<file path="config.mk">
export PLATFORM = sky130hd
export DESIGN_NAME = ita_input_writer
export DESIGN_NICKNAME = d
export VERILOG_FILES = /design/src/rtl/ita_input_writer.sv
export SDC_FILE = /design/constraint.sdc
export NUM_CORES = 1
export LEC_CHECK = 0
export BUFFER_PORTS_ARGS = -buffer_cell sky130_fd_sc_hd__buf_2
export CORE_AREA = 2 2 236 238
export CTS_BUF_LIST = sky130_fd_sc_hd__clkbuf_8
export CTS_CLUSTER_DIAMETER = 100
export CTS_CLUSTER_SIZE = 40
export DETAILED_ROUTE_END_ITERATION = 16
export DIE_AREA = 0 0 238 240
export PLACE_DENSITY = 0.58
export SLEW_MARGIN = 10
export SYNTH_ARGS = -nofsm -noshare
export SYNTH_HDL_FRONTEND = slang
export SYNTH_SLANG_ARGS = --single-unit
</file>
<file path="constraint.sdc">
create_clock -name clk_i -period 2.76 [get_ports clk_i]
set_input_delay 0.276 -clock clk_i [delete_from_list [all_inputs] [get_ports clk_i]]
set_output_delay 0.276 -clock clk_i [all_outputs]
set_load 0.01 [all_outputs]
</file>
<file path="src/rtl/ita_input_writer.sv">
// ITA input writer: packs narrow input beats into full rows and
// writes them to the input buffer at addresses 0 .. len-1.
module ita_input_writer #(
  parameter int unsigned E          = 64,
  parameter int unsigned S          = 64,
  parameter int unsigned BEAT_BYTES = 8,
  parameter int unsigned WI         = 8,
  parameter int unsigned LenW       = 10,
  localparam int unsigned NBeats    = E / BEAT_BYTES,
  localparam int unsigned AddrW     = (S > 1) ? $clog2(S) : 1,
  localparam int unsigned BeatW     = (NBeats > 1) ? $clog2(NBeats) : 1,
  localparam int unsigned BeatBits  = BEAT_BYTES * WI,
  localparam int unsigned DataW     = E * WI,
  localparam int unsigned PortW     = AddrW + DataW
) (
  input  logic                clk_i,
  input  logic                rst_ni,
  input  logic                start_i,
  input  logic [LenW-1:0]     seq_length_i,
  input  logic                clear_i,
  input  logic                in_valid_i,
  output logic                in_ready_o,
  input  logic [BeatBits-1:0] in_data_i,
  output logic                wr_valid_o,
  input  logic                wr_ready_i,
  output logic [PortW-1:0]    wr_port_o,
  output logic                busy_o,
  output logic                done_o,
  output logic                err_o
);

  if (E % BEAT_BYTES != 0) begin : g_bad_cfg
    $error("E must be a multiple of BEAT_BYTES");
  end

  typedef enum logic [1:0] {
    IDLE,
    FILL,
    EMIT
  } state_e;

  state_e             r_state;
  state_e             w_next;
  logic [LenW-1:0]    r_len;
  logic [AddrW-1:0]   r_row;
  logic [BeatW-1:0]   r_beat;
  logic [DataW-1:0]   r_data;
  logic               r_done;
  logic               r_err;

  logic w_idle_start;
  logic w_len_zero;
  logic w_len_big;
  logic w_start_ok;
  logic w_beat_hs;
  logic w_wr_hs;
  logic w_last_beat;
  logic w_last_row;

  assign w_idle_start = (r_state == IDLE) && start_i;
  assign w_len_zero   = (seq_length_i == '0);
  assign w_len_big    = (seq_length_i > LenW'(S));
  assign w_start_ok   = w_idle_start && !w_len_zero && !w_len_big;
  assign w_beat_hs    = (r_state == FILL) && in_valid_i;
  assign w_wr_hs      = (r_state == EMIT) && wr_ready_i;
  assign w_last_beat  = (r_beat == BeatW'(NBeats - 1));
  assign w_last_row   = (LenW'(r_row) == r_len - LenW'(1));

  always_ff @(posedge clk_i or negedge rst_ni) begin
    if (!rst_ni) r_state <= IDLE;
    else         r_state <= w_next;
  end

  always_comb begin
    w_next = r_state;
    if (clear_i) begin
      w_next = IDLE;
    end else begin
      unique case (r_state)
        IDLE:    if (w_start_ok) w_next = FILL;
        FILL:    if (w_beat_hs && w_last_beat) w_next = EMIT;
        EMIT:    if (w_wr_hs) w_next = w_last_row ? IDLE : FILL;
        default: w_next = IDLE;
      endcase
    end
  end

  always_ff @(posedge clk_i or negedge rst_ni) begin
    if (!rst_ni) begin
      r_len  <= '0;
      r_row  <= '0;
      r_beat <= '0;
      r_data <= '0;
      r_done <= 1'b0;
      r_err  <= 1'b0;
    end else if (clear_i) begin
      r_row  <= '0;
      r_beat <= '0;
      r_done <= 1'b0;
      r_err  <= 1'b0;
    end else begin
      r_done <= 1'b0;
      if (w_idle_start) begin
        if (w_len_zero) begin
          r_done <= 1'b1;
        end else if (w_len_big) begin
          r_err <= 1'b1;
        end else begin
          r_len  <= seq_length_i;
          r_err  <= 1'b0;
          r_row  <= '0;
          r_beat <= '0;
        end
      end
      // Row register is never cleared; every beat slot is rewritten per row
      if (w_beat_hs) begin
        r_data[int'(r_beat) * BeatBits +: BeatBits] <= in_data_i;
        r_beat <= w_last_beat ? '0 : r_beat + BeatW'(1);
      end
      if (w_wr_hs) begin
        if (w_last_row) begin
          r_done <= 1'b1;
          r_row  <= '0;
        end else begin
          r_row <= r_row + AddrW'(1);
        end
      end
    end
  end

  assign in_ready_o = (r_state == FILL);
  assign wr_valid_o = (r_state == EMIT);
  assign busy_o     = (r_state != IDLE);
  assign done_o     = r_done;
  assign err_o      = r_err;
  assign wr_port_o  = {r_row, r_data};

endmodule

</file>
# Yosys cells after proc, flatten, opt, wreduce, memory -nomap -nowiden

Cells that the tools add are included.

Register bits: 535
Bits of input ports: 80
Output and inout bits: 523
Word-level logic and storage cells: 77

$add $sub $neg: 4
Order comparisons: 1
Eq/ne operators: 12
Shifts and indexed selects: 2
Mux-type cells: 28
Bitwise operators: 3
Reductions and logical operators: 20

Operators with widths:

| operator                                                 | count |
|---|---|
| bitwise mux 512 bit                                      | 1 |
| variable shift 64 x 34 -> 512 bit (first input constant) | 1 |
| indexed part select 64 x 34 -> 512 bit                   | 1 |
| 2-to-1 mux 6 bit                                         | 6 |
| negation 9 -> 34 bit                                     | 1 |
| 2-to-1 mux 3 bit                                         | 6 |
| inequality test 3 x 2 -> 1 bit (second input constant)   | 6 |
| equality test 6 x 10 -> 1 bit                            | 1 |
| > comparator 10 x 7 -> 1 bit (second input constant)     | 1 |
| zero test 10 bit                                         | 1 |
| 2-to-1 mux 1 bit                                         | 10 |
| subtractor 10 x 1 -> 10 bit (second input constant)      | 1 |
| AND reduction 3 bit                                      | 3 |
| 2-to-1 mux 2 bit                                         | 4 |
| adder 6 x 1 -> 6 bit (second input constant)             | 1 |
| logical AND 1 bit                                        | 6 |
| one-hot mux 2 bit (3 select lines)                       | 1 |
| nonzero test 3 bit                                       | 2 |
| AND reduction 2 bit                                      | 2 |
| AND reduction 4 bit                                      | 1 |
| nonzero test 2 bit                                       | 2 |
| adder 3 x 1 -> 3 bit (second input constant)             | 1 |
| equality test 3 bit (second input constant)              | 1 |
| inequality test 3 bit (second input constant)            | 1 |
| 6 further kinds                                          | 9 |

# Longest topological paths before layout

Gate-level depths: netlist of the first run.

Word-level depth: 7
Depth in mapped cells: 10
Gate-level depth less buffers: 8

# Least setup slack after synthesis of the first run

OpenSTA, ideal clock, no wires.

Kind: register -> register
Start point: reg r_beat[0]
End point: reg r_data[378]
Library setup time: 0.135 ns
Arrival time: 2.170 ns
Data required time: 2.625 ns
Setup slack: 0.455 ns
Cell stages (with the launch flop): 11
Buffers on the path: 3
Clock period less this slack: 2.305 ns
Cell sequence: dfrtp_1 -> inv_1 -> ha_1 -> ha_1 -> nor4_1 -> nand2_1 -> buf_2 -> buf_2 -> buf_2 -> nand2_1 -> o21ai_0

Cells in the longest elaborated chain, start to end: 3
Elaborated cells between the ends (all ways): 4
Classes of those cells: 1 x add/sub; 2 x shift; 1 x mux

RTL lines:

| what                                                                                        | RTL line | text |
|---|---|---|
| start: declaration                                                                          | 46       | `logic [BeatW-1:0] r_beat;` |
| start signal: assignment                                                                    | 118      | `r_beat <= w_last_beat ? '0 : r_beat + BeatW'(1);` |
| negation 9 -> 34 bit *                                                                      | 117      | `r_data[int'(r_beat) * BeatBits +: BeatBits] <= in_data_i;` |
| indexed part select 64 x 34 -> 512 bit or variable shift 64 x 34 -> 512 bit (tied branches) | 117      |  |
| bitwise mux 512 bit *                                                                       | 117      |  |
| end signal: indexed assignment                                                              | 117      |  |
| end: declaration                                                                            | 47       | `logic [DataW-1:0] r_data;` |

Mark *: on every way between the ends. The rest lies on a longest branch, timed or not.
A chain may end at the register's enable or synchronous reset.

# Worst setup path after layout of the first run

Start point: reg r_beat[0]
End point: reg r_data[482]

Same word-level chain as after synthesis.

==> impl_metrics.csv, run 1 <==
group,metric,value,unit
status,outcome,"completed",
route,drc,0,
place,place_congestion,0.855,
power,ir_drop,0.000446,V
finish,layout_commonest_cell,"nand2_1",
cts,cts_resized,0,
finish,drive_above_1_share,29.2,%
critical_path,cp-end-kind,"flip-flop",
floorplan,core_area,54700,um2
route,vias_per_cell,5.07,
logic_synthesis,synth_cell_types,52,
cts,cts_tree,"yes",
critical_path,critPathLaunchType,"flip-flop",
floorplan,num_io_pins,603,
route,ant_nets,0,
timing,slew_headroom,46.9,%
timing,hold_viol,0,
cts,postCtsHoldBufs,81,
grt,grt_usage,24.4,%
power,leakage,13.1,nW
logic_synthesis,synth_top_family_by_area,"simple AND/OR/NAND/NOR gates",
cts,clkTransAtPathRegs,230,ps
finish,nets,2739,
timing,finClkSkew,66.0,ps
power,p_per_area,555,nW/um2
timing,drv_slew,0,
place,dp_hpwl,50.9,mm
logic_synthesis,synth_ff_type,"dfrtp_1",
logic_synthesis,synth_seq_cells,535,
logic_synthesis,synth-simple-area-share,14.9,%
floorplan,fp.dieH,240,um
finish,finalNonFillerCells,3363,
timing,tns,0,ps
cts,htreeDepth,1,
logic_synthesis,syn_inst,2028,
logic_synthesis,ys_warn_count,0,
cts,clk_latency,670,ps
critical_path,path_max_fanout,82,
grt,grt_pass1_vias,16905,
route,drt_pass1_iterations,7,
critical_path,startpoint,"r_beat[0]",
floorplan,rows,86,
timing,finalWorstSetupSlack,328,ps
timing,tightest_slew,797,ps
logic_synthesis,ys_seq_area_share,65.4,%
logic_synthesis,synthesis.nets,2117,
route,wl,71.1,mm
route,drtIter0Drc,1216,
logic_synthesis,muxShareOfSynthArea,3.79,%
floorplan,die-area,57100,um2
place,placed_cells_incl_taps,3251,
finish,fin_util,47.1,%
floorplan,die_width,238,um
timing,fin_crit,2430,ps
cts,post_cts_buffers,0,
cts,cts_inserted_buffers,20,
critical_path,required,3290,ps
logic_synthesis,synth_fa_ha_area_share,0.550,%
logic_synthesis,synth-compound-area-share,12.2,%
cts,clock_sinks,535,
critical_path,cp_data_arrival_time,2960,ps
timing,period_share,88.1,%
route,vias,17056,
grt,grt_overflow,0,
timing,fmax,411,MHz
place,port_buffers,602,
finish,synthToLayoutAreaGrowth,25.8,%
critical_path,reg2reg_from,"r_beat[0]",
grt,grt_pass1_wl,107,mm
grt,antenna_found_initial,2,
critical_path,worst-r2r-cell-count,9,
timing,setup_violations,0,
logic_synthesis,synthXorXnorAreaFrac,0.428,%
critical_path,critPathKind,"reg2reg",
route,routedWlPerCell,21.1,um
logic_synthesis,synthArstFlopShare,100,%
min_path,hold_path_class,"in2async",
cts,cts_root_buffer,"clkbuf_8",
finish,final_cell_mix,"712 x nand2_1, 601 x buf_2, 535 x dfrtp_1, 456 x o21ai_0, 81 x dlygate4sd3_1",
cts,clock_path_buffers,3,
flow_run,cap_viol_max_count,0,
place,pre_cts_slack,366,ps
timing,rsz0062_at_grt,"false",
power,finalPower,14.3,mW
logic_synthesis,syn-cell-area,20500,um2
floorplan,start_util,37.5,%
logic_synthesis,avgSynthCellArea,10.1,um2
grt,grt_max_degree,117,
logic_synthesis,synth-edff-count,0,
## synth_stat cells (all sizes together) (2+ instances only)
cell	instances	area, um2
and3	3	18.8
nor2b	4	25.0
or3b	2	17.5
nor2	13	51.3
clkbuf	109	409
a21oi	4	23.8
or4	2	16.3
o21a	2	15.0
a211oi	2	15.0
a31oi	3	18.8
nor3	9	45.0
and2	2	12.5
ha	9	113
inv	9	33.8
nand2	720	2710
nor4	3	18.8
o2111ai	2	23.8
nand3	10	50.1
dfrtp	535	13400
nor3b	4	30.0
xnor2	5	43.8
xor2	5	43.8
o22ai	2	18.8
mux2	69	777
o21ai	458	2300
buf	25	125
## per-stage QoR
stage	hold WS, ps	area (um2)
after floorplan	-19.6	20500
after global placement	214	24500
after detailed placement	212	24500
after CTS	43.5	25800
after global routing	62.7	25800
final	72.7	25800
## worst paths after layout
check / slack, ps / to
worst max-delay path: 330 / r_data[482]
worst min-delay path: 70 / r_len[3]
worst max register to register: 330 / r_data[482]
worst min register to register: 500 / r_data[425]
max in group asynchronous: 1670 / r_data[358]
min in group clk_i: 260 / r_beat[0]
## logic make-up after synthesis
group	after synthesis
AND/OR/NAND/NOR	780
flip-flops	535
AO/OA/AOI/OAI	482
buffers and inverters	143
multiplexers	69
XOR/XNOR	10
adder cells (fa/ha/maj)	9
## worst max-delay path, stage by stage (launching register included)
cell	delay (ps)
dfrtp_1	440
inv_1	180
ha_1	190
ha_1	250
nor4_1	280
buf_4	200
nand2_4	60
buf_4	320
nand2_1	180
o21ai_0	90
## per-layer routing
| metal | wire length [um] | GRT usage (%) | vias to the layer above |
|---|---|---|---|
| met5 | 33 | 0 | - |
| met4 | 2500 | 8.11 | 4 |
| met3 | 5060 | 6.03 | 121 |
| met2 | 34500 | 41.0 | 514 |
| met1 | 29000 | 30.9 | 8504 |
| li1 | - | - | 7913 |
## final cells by class
cell class	count	area (um2)
Clock inverter	10	173
Fill cell	5202	28900
Multi-Input combinational cell	1350	6600
Inverter	9	33.8
Sequential cell	535	13400
Clock buffer	20	275
Tap cell	704	881
Antenna cell	1	2.50
Timing Repair Buffer	734	4400
## power breakdown
| part | internal, mW | switching (mW) | total [mW] |
|---|---|---|---|
| clock | 0.810 | 2.60 | 3.41 |
| combinational | 1.02 | 1.24 | 2.25 |
| sequential | 8.33 | 0.289 | 8.62 |
## flip-flops by register name, summed over array words and instances (netlist names)
name	flops
done_o	1
err_o	1
r_beat	3
r_data	512
r_len	10
r_row	6
r_state	2
(Power assumes the default switching activity.)
==> run 2, diff against run 1 <==
--- a/config.mk
+++ b/config.mk
@@ -5,14 +5,15 @@
 export SDC_FILE = /design/constraint.sdc
 export NUM_CORES = 1
 export LEC_CHECK = 0
+export ABC_AREA = 1
 export BUFFER_PORTS_ARGS = -buffer_cell sky130_fd_sc_hd__buf_2
-export CORE_AREA = 2 2 236 238
+export CORE_AREA = 2 2 235 237
 export CTS_BUF_LIST = sky130_fd_sc_hd__clkbuf_8
 export CTS_CLUSTER_DIAMETER = 100
 export CTS_CLUSTER_SIZE = 40
 export DETAILED_ROUTE_END_ITERATION = 16
-export DIE_AREA = 0 0 238 240
-export PLACE_DENSITY = 0.58
+export DIE_AREA = 0 0 237 239
+export PLACE_DENSITY = 0.61
 export SLEW_MARGIN = 10
 export SYNTH_ARGS = -nofsm -noshare
 export SYNTH_HDL_FRONTEND = slang
==> run 2 against run 1 <==
Compared with the run above: flip-flop and latch count did not move; clock skew decreased by 30 ps; non-clock buffer count shrank 17; cell count increased by 8.8%; hold slack improved by 36 ps; worst setup slack got worse by 190 ps; combinational power decreased by 14%; routed wire length up 15%; via count grew 13%; critical path type unchanged; largest power group unchanged.
==> impl_metrics.csv, run 2 <==
group,metric,value,unit
status,outcome,"completed",
floorplan,start_util,39.6,%
critical_path,critPathKind,"reg2reg",
logic_synthesis,synth.most_common_cell,"nand2_1",
cts,cts_inserted_buffers,21,
flow_run,cap_viol_max_count,0,
grt,grt_max_degree,129,
critical_path,cp_data_arrival_time,3210,ps
floorplan,fp.dieH,239,um
logic_synthesis,avgSynthCellArea,9.10,um2
route,drtIter0Drc,1780,
route,wl,81.7,mm
power,finalPower,14.2,mW
cts,post_cts_buffers,0,
critical_path,path_max_fanout,74,
cts,clk_latency,700,ps
min_path,hold_path_class,"in2async",
finish,nets,3031,
cts,clkTransAtPathRegs,230,ps
critical_path,reg2reg_to,"r_data[329]",
timing,period_share,94.9,%
place,dp_hpwl,58.1,mm
floorplan,die-area,56600,um2
timing,tightest_slew,1030,ps
critical_path,cp-end-kind,"flip-flop",
route,drc,0,
timing,tns,0,ps
cts,clock_path_buffers,3,
route,vias_per_cell,5.25,
grt,grt_usage,28.2,%
finish,largest_reg_flops,512,
cts,cts_tree,"yes",
critical_path,required,3340,ps
timing,hold_viol,0,
timing,fmax,382,MHz
power,p_per_area,534,nW/um2
logic_synthesis,synth_seq_cells,535,
power,leakage,14.0,nW
logic_synthesis,synth_area_leaders,"dfrtp_1 62%, nand2_1 13%, o21ai_0 8.7%",
critical_path,worst-r2r-cell-count,7,
route,drt_pass1_iterations,5,
logic_synthesis,syn-cell-area,21500,um2
finish,final_cell_mix,"768 x nand2_1, 601 x buf_2, 534 x dfrtp_1, 376 x o21ai_0, 152 x inv_1",
critical_path,critPathLaunchType,"flip-flop",
cts,cts_resized,0,
timing,finClkSkew,35.9,ps
logic_synthesis,synthArstFlopShare,100,%
cts,postCtsHoldBufs,79,
critical_path,crit_end,"r_data[329]",
logic_synthesis,synth_top_cells_by_count,"768 x nand2_1, 535 x dfrtp_1, 376 x o21ai_0, 153 x inv_1, 141 x nand3_1",
place,port_buffers,602,
critical_path,startpoint,"r_beat[1]",
cts,cts_root_buffer,"clkbuf_8",
power,ir_drop,0.000362,V
finish,top_register,"r_data",
logic_synthesis,yosys.area.top_type,"dfrtp_1",
grt,antenna_found_initial,2,
timing,slew_headroom,31.2,%
finish,drive_above_1_share,23.4,%
floorplan,num_io_pins,603,
route,routedWlPerCell,22.3,um
grt,grt_overflow,0,
floorplan,die_width,237,um
timing,rsz0062_at_grt,"false",
finish,layout_commonest_cell,"nand2_1",
grt,grt_pass1_vias,18324,
logic_synthesis,synth_cell_types,29,
route,vias,19204,
floorplan,core_area,54300,um2
finish,n_fill_cell,5172,
place,place_congestion,0.902,
logic_synthesis,ys_warn_count,0,
timing,drv_slew,0,
timing,fin_crit,2620,ps
finish,synthToLayoutAreaGrowth,23.5,%
logic_synthesis,ys_seq_area_share,62.2,%
timing,setup_violations,0,
logic_synthesis,synth_top_area_share,62.2,%
grt,grt_pass1_wl,120,mm
floorplan,rows,86,
logic_synthesis,synthesis.nets,2455,
logic_synthesis,synth-edff-count,0,
critical_path,reg2reg_from,"r_beat[1]",
cts,htreeDepth,1,
logic_synthesis,syn_inst,2366,
critical_path,rrSetupSlack,140,ps
finish,largestRegisters,"r_data (512), r_len (10), r_row (6)",
logic_synthesis,synth_ff_type,"dfrtp_1",
route,ant_nets,0,
cts,clock_sinks,535,
## run 2: final cells by class
type	count	area (um2)	share of cell area [%]
Clock inverter	14	245	0.923
Sequential cell	535	13400	50.4
Antenna cell	2	5.00	0.0188
Inverter	157	589	2.22
Tap cell	704	881	3.32
Multi-Input combinational cell	1510	6880	25.9
Clock buffer	21	289	1.09
Timing Repair Buffer	717	4280	16.1
## run 2: metal layers
metal | vias up | track usage, % | wire length [um]
met5 | - | 0 | 0
met4 | 0 | 8.44 | 2660
met3 | 131 | 6.24 | 6880
met2 | 871 | 42.5 | 36300
met1 | 9438 | 40.8 | 35800
li1 | 8764 | - | -
## run 2: worst min-delay path by stage
stage | endpoint | cells past startpoint
after floorplan | done_o | 0
after global placement | r_data[125] | 1
after detailed placement | r_data[182] | 1
after CTS | r_beat[2] | 6
after global routing | r_row[4] | 2
final | r_data[257] | 2
## run 2: critical path: stages, from the launching register on
cell	delay [ps]
dfrtp_1	510
inv_1	150
ha_4	180
ha_1	330
inv_1	280
nand4_1	340
buf_12	280
o21ai_0	330
## run 2: kinds of logic after synthesis
family	count (synthesis)	share of synthesized area, %
AO/OA/AOI/OAI	441	10.8
XOR/XNOR	5	0.204
adder cells (fa/ha/maj)	9	0.523
buffers and inverters	321	6.02
flip-flops	535	62.2
multiplexers	4	0.209
AND/OR/NAND/NOR	1051	20.0
## run 2: power by group
group          total (mW)  switching (mW)  internal [mW]  leakage (nW)
logic                1.94            1.28          0.656          6.38
registers            8.52           0.257           8.26          7.37
clock network        3.74            2.74          0.995         0.267
total                14.2            4.28           9.91          14.0
## run 2: metrics by stage
step	instances	setup slack [ps]	util [%]	hold slack (ps)	cell area, um2
floorplan	2366	263	-	-19.6	21500
global placement	3544	422	46.4	263	25200
detailed placement	3544	310	46.4	271	25200
CTS	3658	230	48.9	87.3	26600
global route	3659	94.4	48.9	127	26600
finish	3660	140	48.9	109	26600
==> run 3, diff against run 2 <==
--- a/config.mk
+++ b/config.mk
@@ -14,6 +14,7 @@
 export DETAILED_ROUTE_END_ITERATION = 16
 export DIE_AREA = 0 0 237 239
 export PLACE_DENSITY = 0.61
+export REMOVE_ABC_BUFFERS = 1
 export SLEW_MARGIN = 10
 export SYNTH_ARGS = -nofsm -noshare
 export SYNTH_HDL_FRONTEND = slang
==> run 3 against run 2 <==
Compared with the run above: clock skew up 28 ps; global-route usage down 2.3 points; die area unchanged; worst setup slack better by 98 ps; core utilization up 0.37 points; cell count up 0.41%; routed wire length down 8.3%; total power down 2.3%; first-iteration DRC count down 8.1%; flip-flop and latch count unchanged; via count down 1.5%; clock power down 7.2%; highest routed layer unchanged.
==> impl_metrics.csv, run 3 (synthesis results as in run 2) <==
group,metric,value,unit
critical_path,cp_data_arrival_time,3060,ps
critical_path,crit_top_cell,"inv_1",
grt,grt_overflow,0,
grt,grt_pass1_vias,18384,
grt,grt_max_degree,101,
power,p_per_area,518,nW/um2
critical_path,cp-end-kind,"flip-flop",
finish,n_fill_cell,5232,
timing,hold_viol,0,
finish,final-seq-area,13400,um2
route,vias,18917,
grt,grt_usage,25.9,%
cts,clock_sinks,535,
cts,cts_tree,"yes",
cts,clk_latency,710,ps
power,finalPower,13.9,mW
cts,clkTransAtPathRegs,230,ps
finish,nets,3048,
power,leakage,14.1,nW
timing,setup_violations,0,
cts,htreeDepth,1,
critical_path,path_max_fanout,21,
route,vias_per_cell,5.15,
place,port_buffers,602,
critical_path,required,3300,ps
finish,top_register,"r_data",
power,ir_drop,0.000395,V
timing,fin_crit,2520,ps
flow_run,cap_viol_max_count,0,
floorplan,num_io_pins,603,
critical_path,max_stage_delay,730,ps
grt,antenna_found_initial,1,
critical_path,crit_path_top_delay_cell,"inv_1",
finish,layout_commonest_cell,"nand2_1",
cts,cts_root_buffer,"clkbuf_8",
min_path,hold_path_class,"in2async",
critical_path,worst-r2r-cell-count,8,
critical_path,crit_buf_inv,4,
critical_path,cp_top_family,"buffers and inverters",
finish,largestRegisters,"r_data (512), r_len (10), r_row (6)",
finish,multi_input_area,6880,um2
cts,post_cts_buffers,0,
route,ant_nets,0,
timing,finClkSkew,64.1,ps
route,drc,0,
timing,tightest_slew,1020,ps
timing,drv_slew,0,
timing,tns,0,ps
grt,grt_pass1_wl,113,mm
finish,synthToLayoutAreaGrowth,24.4,%
critical_path,critPathKind,"reg2reg",
critical_path,critPathLaunchType,"flip-flop",
finish,drive_above_1_share,23.8,%
floorplan,die-area,56600,um2
timing,slew_headroom,32.1,%
route,wl,74.9,mm
status,outcome,"completed",
place,dp_hpwl,51.5,mm
timing,hold_slack,42.1,ps
route,routedWlPerCell,20.4,um
place,place_congestion,0.854,
route,drtIter0Drc,1635,
critical_path,crit_cells,8,
floorplan,core_area,54300,um2
finish,largest_reg_flops,512,
timing,period_share,91.4,%
route,drt_pass1_iterations,5,
cts,clock_path_buffers,3,
finish,final_cell_mix,"768 x nand2_1, 601 x buf_2, 535 x dfrtp_1, 376 x o21ai_0, 153 x inv_1",
timing,rsz0062_at_grt,"false",
floorplan,rows,86,
timing,fmax,397,MHz
floorplan,start_util,39.6,%
floorplan,die_width,237,um
critical_path,crit_chain,"inv_1 > ha_4 > ha_1 > inv_1 > buf_4 > nor2_4 > inv_1 > o31ai_1",
cts,cts_inserted_buffers,20,
floorplan,fp.dieH,239,um
## run 3: metal layers
layer / GRT usage (%) / share of wire [%]
met1: 34.0 / 41
met2: 42.6 / 47
met3: 4.78 / 7.3
met4: 10.3 / 4.2
met5: 0 / 0
## run 3: repair_timing
| action | CTS | global route |
|---|---|---|
| hold buffers | 79 | 0 |
| resized for setup | 0 | 0 |
| hold endpoints to repair | 811 | 0 |
## run 3: per-stage QoR
| stage | instance area, um2 | setup WS, ps | cells | utilization (%) |
|---|---|---|---|---|
| detailed placement | 25500 | 255 | 3562 | 46.9 |
| global route | 26800 | 66.0 | 3675 | 49.3 |
| global placement | 25500 | 335 | 3562 | 46.9 |
| finish | 26800 | 238 | 3675 | 49.3 |
| CTS | 26800 | 217 | 3674 | 49.3 |
| floorplan | 20800 | -6480 | 2202 | - |
## run 3: area by class of cell
type | instances | share of cell area [%]
Timing Repair Buffer | 735 | 17.0
Sequential cell | 535 | 50.0
Inverter | 157 | 2.21
Clock inverter | 12 | 0.701
Antenna cell | 1 | 0.00935
Clock buffer | 21 | 1.08
Tap cell | 704 | 3.29
Multi-Input combinational cell | 1510 | 25.7
## run 3: worst reg2reg max path: cells and delay by family (launching register included)
family	cells	cell delay, ps
buffers and inverters	4	1180
adders and majority gates	2	490
DFF	1	460
AOI/OAI and AO/OA	1	240
and+or+nand+nor	1	30
## run 3: path summary, 6_finish.rpt
kind,startpoint,to,slack [ps]
worst max-delay path,r_beat[1],r_data[301],240
worst min-delay path,rst_ni,r_data[410],40
worst max register to register,r_beat[1],r_data[301],240
worst min register to register,r_data[243],r_data[243],490
max in group asynchronous,rst_ni,r_data[432],1760
min in group clk_i,in_valid_i,r_beat[2],120
## run 3: report_power, final
part	leakage, nW	internal [mW]	switching, mW
clock network	0.238	0.856	2.62
registers	7.37	8.26	0.278
logic	6.54	0.666	1.19
total	14.1	9.78	4.08
